==> src/rtl/dm_arbiter_pkg.sv <==
// rtl/dm_arbiter_pkg.sv - memory command codes, sequencer state encodings and port ids
package dm_arbiter_pkg;

   // Memory command codes on dm_ctrl_sig
   localparam logic [1:0] MEMNOP = 2'b00;
   localparam logic [1:0] MEMWLD = 2'b01;
   localparam logic [1:0] MEMWST = 2'b10;

   localparam logic [1:0] DMA_IDLE = 2'd0;
   localparam logic [1:0] DMA_CMD  = 2'd1;
   localparam logic [1:0] DMA_WAIT = 2'd2;

   localparam logic PORT0 = 1'b0;
   localparam logic PORT1 = 1'b1;

   function automatic logic [1:0] mem_cmd(input logic we);
      return we ? MEMWST : MEMWLD;
   endfunction

endpackage

==> src/rtl/dm_arb_pick.sv <==
// rtl/dm_arb_pick.sv - two-port grant selection; round-robin under DM_ARB_RR_EN, else fixed priority
module dm_arb_pick
   import dm_arbiter_pkg::*;
(
   input  logic [1:0] req,
   input  logic [1:0] mask,
`ifdef DM_ARB_RR_EN
   input  logic       rr_ptr,
`endif
   output logic       grant,
   output logic       grant_id
);

   logic [1:0] elig;

   assign elig  = req & ~mask;
   assign grant = |elig;

   always_comb begin
      grant_id = PORT0;
`ifdef DM_ARB_RR_EN
      // On a tie the pointer names the winner
      if (elig == 2'b11)
         grant_id = rr_ptr;
      else if (elig[1])
         grant_id = PORT1;
`else
      if (!elig[0] && elig[1])
         grant_id = PORT1;
`endif
   end

endmodule

==> src/rtl/dm_arbiter.sv <==
// rtl/dm_arbiter.sv - two-port arbiter/sequencer for the single-port data memory (option: DM_ARB_RR_EN)
module dm_arbiter
   import dm_arbiter_pkg::*;
#(
   parameter int DATA_W = 128,
   parameter int ADDR_W = 32
) (
   input  logic              clk,
   input  logic              reset,
   input  logic              req0,
   input  logic              req1,
   input  logic              we0,
   input  logic              we1,
   input  logic [ADDR_W-1:0] addr0,
   input  logic [ADDR_W-1:0] addr1,
   input  logic [DATA_W-1:0] wdata0,
   input  logic [DATA_W-1:0] wdata1,
   output logic              ack0,
   output logic              ack1,
   output logic [DATA_W-1:0] rdata,
   output logic [1:0]        dm_ctrl_sig,
   output logic [ADDR_W-1:0] mem_ctrl_addr,
   output logic [DATA_W-1:0] dm_data_in,
   input  logic [DATA_W-1:0] dm_data_out
);

   logic [1:0]        state;
   logic              winner;
   logic              winner_we;
   logic              grant;
   logic              grant_id;
   logic              sel_we;
   logic [ADDR_W-1:0] sel_addr;
   logic [DATA_W-1:0] sel_wdata;
   logic [1:0]        mask;

`ifdef DM_ARB_RR_EN
   logic              rr_ptr;
`endif

   // Acks are only high in the IDLE cycle after WAIT, so they mask the port just served
   assign mask      = {ack1, ack0};
   assign sel_we    = grant_id ? we1    : we0;
   assign sel_addr  = grant_id ? addr1  : addr0;
   assign sel_wdata = grant_id ? wdata1 : wdata0;

   dm_arb_pick u_pick (
      .req      ({req1, req0}),
      .mask     (mask),
`ifdef DM_ARB_RR_EN
      .rr_ptr   (rr_ptr),
`endif
      .grant    (grant),
      .grant_id (grant_id)
   );

   always_ff @(posedge clk or posedge reset) begin
      if (reset) begin
         state         <= DMA_IDLE;
         winner        <= PORT0;
         winner_we     <= 1'b0;
         dm_ctrl_sig   <= MEMNOP;
         mem_ctrl_addr <= '0;
         dm_data_in    <= '0;
         ack0          <= 1'b0;
         ack1          <= 1'b0;
         rdata         <= '0;
`ifdef DM_ARB_RR_EN
         rr_ptr        <= PORT0;
`endif
      end else begin
         ack0        <= 1'b0;
         ack1        <= 1'b0;
         dm_ctrl_sig <= MEMNOP;
         case (state)
            DMA_IDLE: begin
               if (grant) begin
                  winner        <= grant_id;
                  winner_we     <= sel_we;
                  dm_ctrl_sig   <= mem_cmd(sel_we);
                  mem_ctrl_addr <= sel_addr;
                  dm_data_in    <= sel_wdata;
                  state         <= DMA_CMD;
`ifdef DM_ARB_RR_EN
                  rr_ptr        <= ~grant_id;
`endif
               end
            end
            DMA_CMD: begin
               state <= DMA_WAIT;
            end
            DMA_WAIT: begin
               if (!winner_we)
                  rdata <= dm_data_out;
               if (winner == PORT1)
                  ack1 <= 1'b1;
               else
                  ack0 <= 1'b1;
               state <= DMA_IDLE;
            end
            default: begin
               state <= DMA_IDLE;
            end
         endcase
      end
   end

endmodule

==> config.mk <==
export PLATFORM = sky130hd
export DESIGN_NAME = dm_arbiter
export DESIGN_NICKNAME = d
export VERILOG_FILES = /design/src/rtl/dm_arbiter_pkg.sv /design/src/rtl/dm_arb_pick.sv /design/src/rtl/dm_arbiter.sv
export SDC_FILE = /design/constraint.sdc
export NUM_CORES = 1
export LEC_CHECK = 0
export ABC_AREA = 0
export BUFFER_PORTS_ARGS = -buffer_cell sky130_fd_sc_hd__buf_2
export CORE_AREA = 8 8 281 283
export DETAILED_ROUTE_END_ITERATION = 10
export DIE_AREA = 0 0 289 291
export GPL_TIMING_DRIVEN = 0
export RECOVER_POWER = 25
export SLEW_MARGIN = 20
export SYNTH_ARGS = -nofsm -noshare
export SYNTH_HDL_FRONTEND = slang
export SYNTH_SLANG_ARGS = --single-unit
==> constraint.sdc <==
create_clock -name clk -period 24.1 [get_ports clk]
set_input_delay 4.82 -clock clk [delete_from_list [all_inputs] [get_ports clk]]
set_output_delay 4.82 -clock clk [all_outputs]
set_load 0.01 [all_outputs]
---- Yosys cells after proc, flatten, opt, wreduce, memory -nomap -nowiden ----
Cells that the tools add are included.
word-level totals
  output and inout port bits .............. 292
  word-level logic and storage cells ...... 34
  flip-flop bits (word level) ............. 296
  input port bits ......................... 454
cells by class
  multiplexer cells ....................... 13
  equality and inequality tests ........... 3
  reduce and logical (&&, ||, !) cells .... 6
  bitwise operators ....................... 3
operators with widths
  operator            number
  $mux 128            1
  $mux 32             1
  $mux 2              4
  $mux 1              6
  $pmux 2 s2          1
  $reduce_and 2->1    2
  $and 2x2->2         1
  $eq 2x1->1 const B  1
  $eq 2x2->1 const B  1
  $logic_not 2->1     1
  $ne 2x2->1 const B  1
  $not 2->2           1
  $reduce_or 2->1     1
  $logic_and 1x1->1   1
  $logic_not 1->1     1
  $not 1->1           1

---- Logic depth before layout (Yosys ltp) ----
  word-level depth ........................ 9
  depth in mapped cells ................... 6

---- By module ----
Synthesis repeated with hierarchy kept, for this count alone.
unflattened totals
  cells, all modules ...................... 811
  area, all modules ....................... 13185.1 um2
modules (own cells, without submodules)
  module       cells an instance  area each (um2)  instances
  dm_arbiter   806                13146.4          1
  dm_arb_pick  5                  38.8             1

---- Worst setup path after synthesis ----
OpenSTA, ideal clock, no wires.
  path type ............................... input to register
  start ................................... input req1
  end ..................................... register dm_data_in[0]
  library setup time ...................... 0.123 ns
  stages .................................. 6
  required time ........................... 23.977 ns
  arrival ................................. 5.793 ns
  setup slack ............................. 18.185 ns
  path buffers ............................ 2
  path through ............................ and2b_1 > o21ai_2 > inv_2 > buf_2 > buf_2 > o221a_2
between the ends
  longest elaborated chain between the ends .. 4
  elaborated cells between the ends (all ways) .. 6
RTL lines
  element                 line               text
  start: declaration      dm_arbiter.sv:11   input logic req1,
  $and 2x2->2 (*)         dm_arb_pick.sv:16  assign elig = req & ~mask;
  $logic_and 1x1->1       dm_arb_pick.sv:28  if (!elig[0] && elig[1])
  $mux 1                  dm_arb_pick.sv:28
  $mux 128                dm_arbiter.sv:45   assign sel_wdata = grant_id ? wdata1 : wdata0;
  end signal: assignment  dm_arbiter.sv:82   dm_data_in <= sel_wdata;
  end: declaration        dm_arbiter.sv:23   output logic [DATA_W-1:0] dm_data_in,
Mark *: on every way between the ends. The rest lies on a longest branch, timed or not.
A chain may end at the register's enable or synchronous reset.

==> flow_summary_export.csv <==
group,metric,value,unit
yosys,synthesis.yosys.warnings,0,
pwr,p_per_area,134,nW/um2
placed_design,post-place-cells,2558,
yosys,syn_nets,1286,
final_layout,most_common_cell_after_layout_fill_and_taps_aside,"sky130_fd_sc_hd__buf_2",
route,detail_route.drc_violations,0,
run_status,run_status,"finished, violations left",
final_layout,drive_gt1_frac,0.610,
global_route,grt_first_pass_wirelength,80.9,mm
critical_path,worstSetupStartpointType,"primary input",
clock_network,root_buffer,"sky130_fd_sc_hd__clkbuf_16",
pwr,vdd_drop_max,0.0000557,V
global_route,grt_antenna_before_repair,30,
floorplanning,die_area,84100,um2
placed_design,place_congestion,0.813,
critical_path,r2r_cells,5,
floorplanning,die_w,289,um
yosys,ys_seq_area_frac,0.611,
final_layout,area.growth.synth_to_final,50.5,%
timing,period_share,0.379,
clock_network,postCtsSetupRepairBufs,0,
final_layout,layout.cells.non_filler,2624,
floorplanning,top_level_pins,746,
clock_network,tritoncts_num_sinks,296,
critical_path,path_max_fanout,74,
clock_network,clk-insertion-delay-late,0.53,ns
timing,min_period,9.14,ns
yosys,syn_area,12100,um2
final_layout,final_nets,2070,
placed_design,dp.final_hpwl,47.4,mm
hold_path,worst_hold_path.num_cells,1,
yosys,netlist_instances,832,
clock_network,tritoncts_buffer_count,34,
timing,grt_setup_unrepaired,"no",
pwr,reported_leakage_power,8.40,nW
critical_path,critical_path_required,23.76,ns
route,wl,57.7,mm
clock_network,buffers_from_clock_root_to_sink_at_most,3,
route,antenna_violating_nets_post_route,0,
final_layout,final_util,0.244,
timing,setup_total_negative_slack,0,ns
timing,relSlewSlack,-1.78,
global_route,via_count_of_the_first_global_routing_pass,11500,
hold_path,worstHoldStart,"winner",
critical_path,critical_path_start_end_classification,"in2async",
clock_network,post_cts.resized_instances,0,
route,vias,10400,
clock_network,cts.clk_slew.worst_paths,0.06,ns
timing,report.final.hold_viol_count,0,
run_status,violations,"capacitance limit, slew limit",
route,avgRoutedWirePerCell,22.0,um
floorplanning,die_h,291,um
critical_path,critPathCaptureType,"async pin",
global_route,total_grt_usage,0.131,
final_layout,most_frequent_cells_in_the_layout,"sky130_fd_sc_hd__buf_2 (770), sky130_fd_sc_hd__dfrtp_1 (296), sky130_fd_sc_hd__nand2b_1 (164), sky130_fd_sc_hd__o221a_2 (152), sky130_fd_sc_hd__mux2_1 (120)",
timing,timing_worst_slew_pin_value,4.16,ns
yosys,count_of_unique_library_cells_instantiated_by_yosys,23,
route,number_of_drc_violations_after_detailed_routing_iteration_0,442,
critical_path,rr_startpoint,"state[1]",
clock_network,ctsHtreeMaxLevel,2,
yosys,syn-mean-instance-area,14.6,um2
timing,max_freq,109,MHz
timing,drv_slew,74,
floorplanning,start_util,0.162,
hold_path,min_path_type,"reg2reg",
critical_path,crit-reg2reg-capture,"dm_data_in[6]",
hold_path,hold_end,"ack0",
yosys,ys_ff_latch,296,
global_route,grt_max_degree,99,
clock_network,cts_tree,"built",
floorplanning,design.core.area,74800,um2
run,maxCapViolations,1,
timing,final.setup_skew,0.0159,ns
floorplanning,number_of_placement_rows,101,
critical_path,worst_ep_arrival_time,8.80,ns
timing,timing.final.ws_setup,14.96,ns
critical_path,setup.reg_to_reg.worst_slack,21.75,ns
global_route,grt.overflow.total,0,
timing,setup_violations,0,
route,viasPerCell,3.95,
route,first_pass_iters,4,
placed_design,place_ws,17.22,ns
placed_design,port_buffers,745,
clock_network,cts_hold_buf,0,
## cell usage after synthesis (all sizes together)
cell type,count,share of area
dfrtp,296,0.61
o21ai,3,0.0015
o221a,161,0.15
a21oi,2,0.00083
buf,45,0.019
nor4b,1,0.0020
mux2,128,0.12
nand3,2,0.0012
inv,3,0.00093
clkbuf,20,0.0069
and2b,1,0.00062
nor2,4,0.0012
nand2b,164,0.085
nor2b,2,0.0010
## area by class of cell
cell class,count,area [um2]
tap,978,1220
timing repair buffer,748,3780
clock inverter,8,93.8
sequential,296,7410
antenna,9,22.5
fill,8013,56600
clock buffer,49,998
buffer,65,314
multi-input combinational,468,4380
inverter,3,12.5
## power by group
group | switching [mW] | internal (mW) | total [mW]
sequential | 0.133 | 0.747 | 0.880
clock | 0.212 | 0.308 | 0.521
combinational | 0.556 | 0.478 | 1.03
total | 0.901 | 1.53 | 2.43
## logic make-up (layout without fill, tap and decap cells)
group,count (synthesis),after routing,synth area share
other cells,0,9,0
buf+inv,68,873,0.0269
flops,296,296,0.611
simple gates,174,174,0.0908
mux,128,128,0.119
compound gates,166,166,0.152
## worst max-delay path, cell delays in order
cell	delay, ns
sky130_fd_sc_hd__buf_2	0.10
sky130_fd_sc_hd__clkinvlp_2	0.83
sky130_fd_sc_hd__clkbuf_1	2.97
## metal layers
| layer | up-vias | wire (um) | track usage | part of all wire |
|---|---|---|---|---|
| met5 | - | 73 | 0 | 0.0013 |
| met4 | 12 | 1840 | 0.0498 | 0.032 |
| met3 | 118 | 5810 | 0.0497 | 0.10 |
| met2 | 552 | 28800 | 0.230 | 0.50 |
| met1 | 5005 | 21200 | 0.140 | 0.37 |
| li1 | 4689 | - | - | - |
## through the flow
step	power, mW	hold slack, ns	area (um2)
after global routing	2.59	0.442	18200
after global placement	1.93	0.408	17100
after floorplan	1.43	0.403	12100
final	2.43	0.428	18200
after detailed placement	1.95	0.419	17200
after CTS	2.48	0.428	18300
## how the worst max path moves through the flow
stage          start                 to  cells after the start
2_1_floorplan  reset               ack0                      1
3_3_place_gp   reset  mem_ctrl_addr[17]                      2
3_5_place_dp    req0      dm_data_in[6]                      6
4_1_cts         req0      dm_data_in[6]                      6
5_1_grt        reset         rdata[104]                      3
6_report       reset          rdata[62]                      3
## sequential cells by signal, indices dropped and copies added (netlist names)
signal	flops
state	2
ack1	1
dm_data_in	128
winner	1
winner_we	1
mem_ctrl_addr	32
dm_ctrl_sig	2
rdata	128
ack0	1
Note: power is estimated with default switching activity, not from simulation.
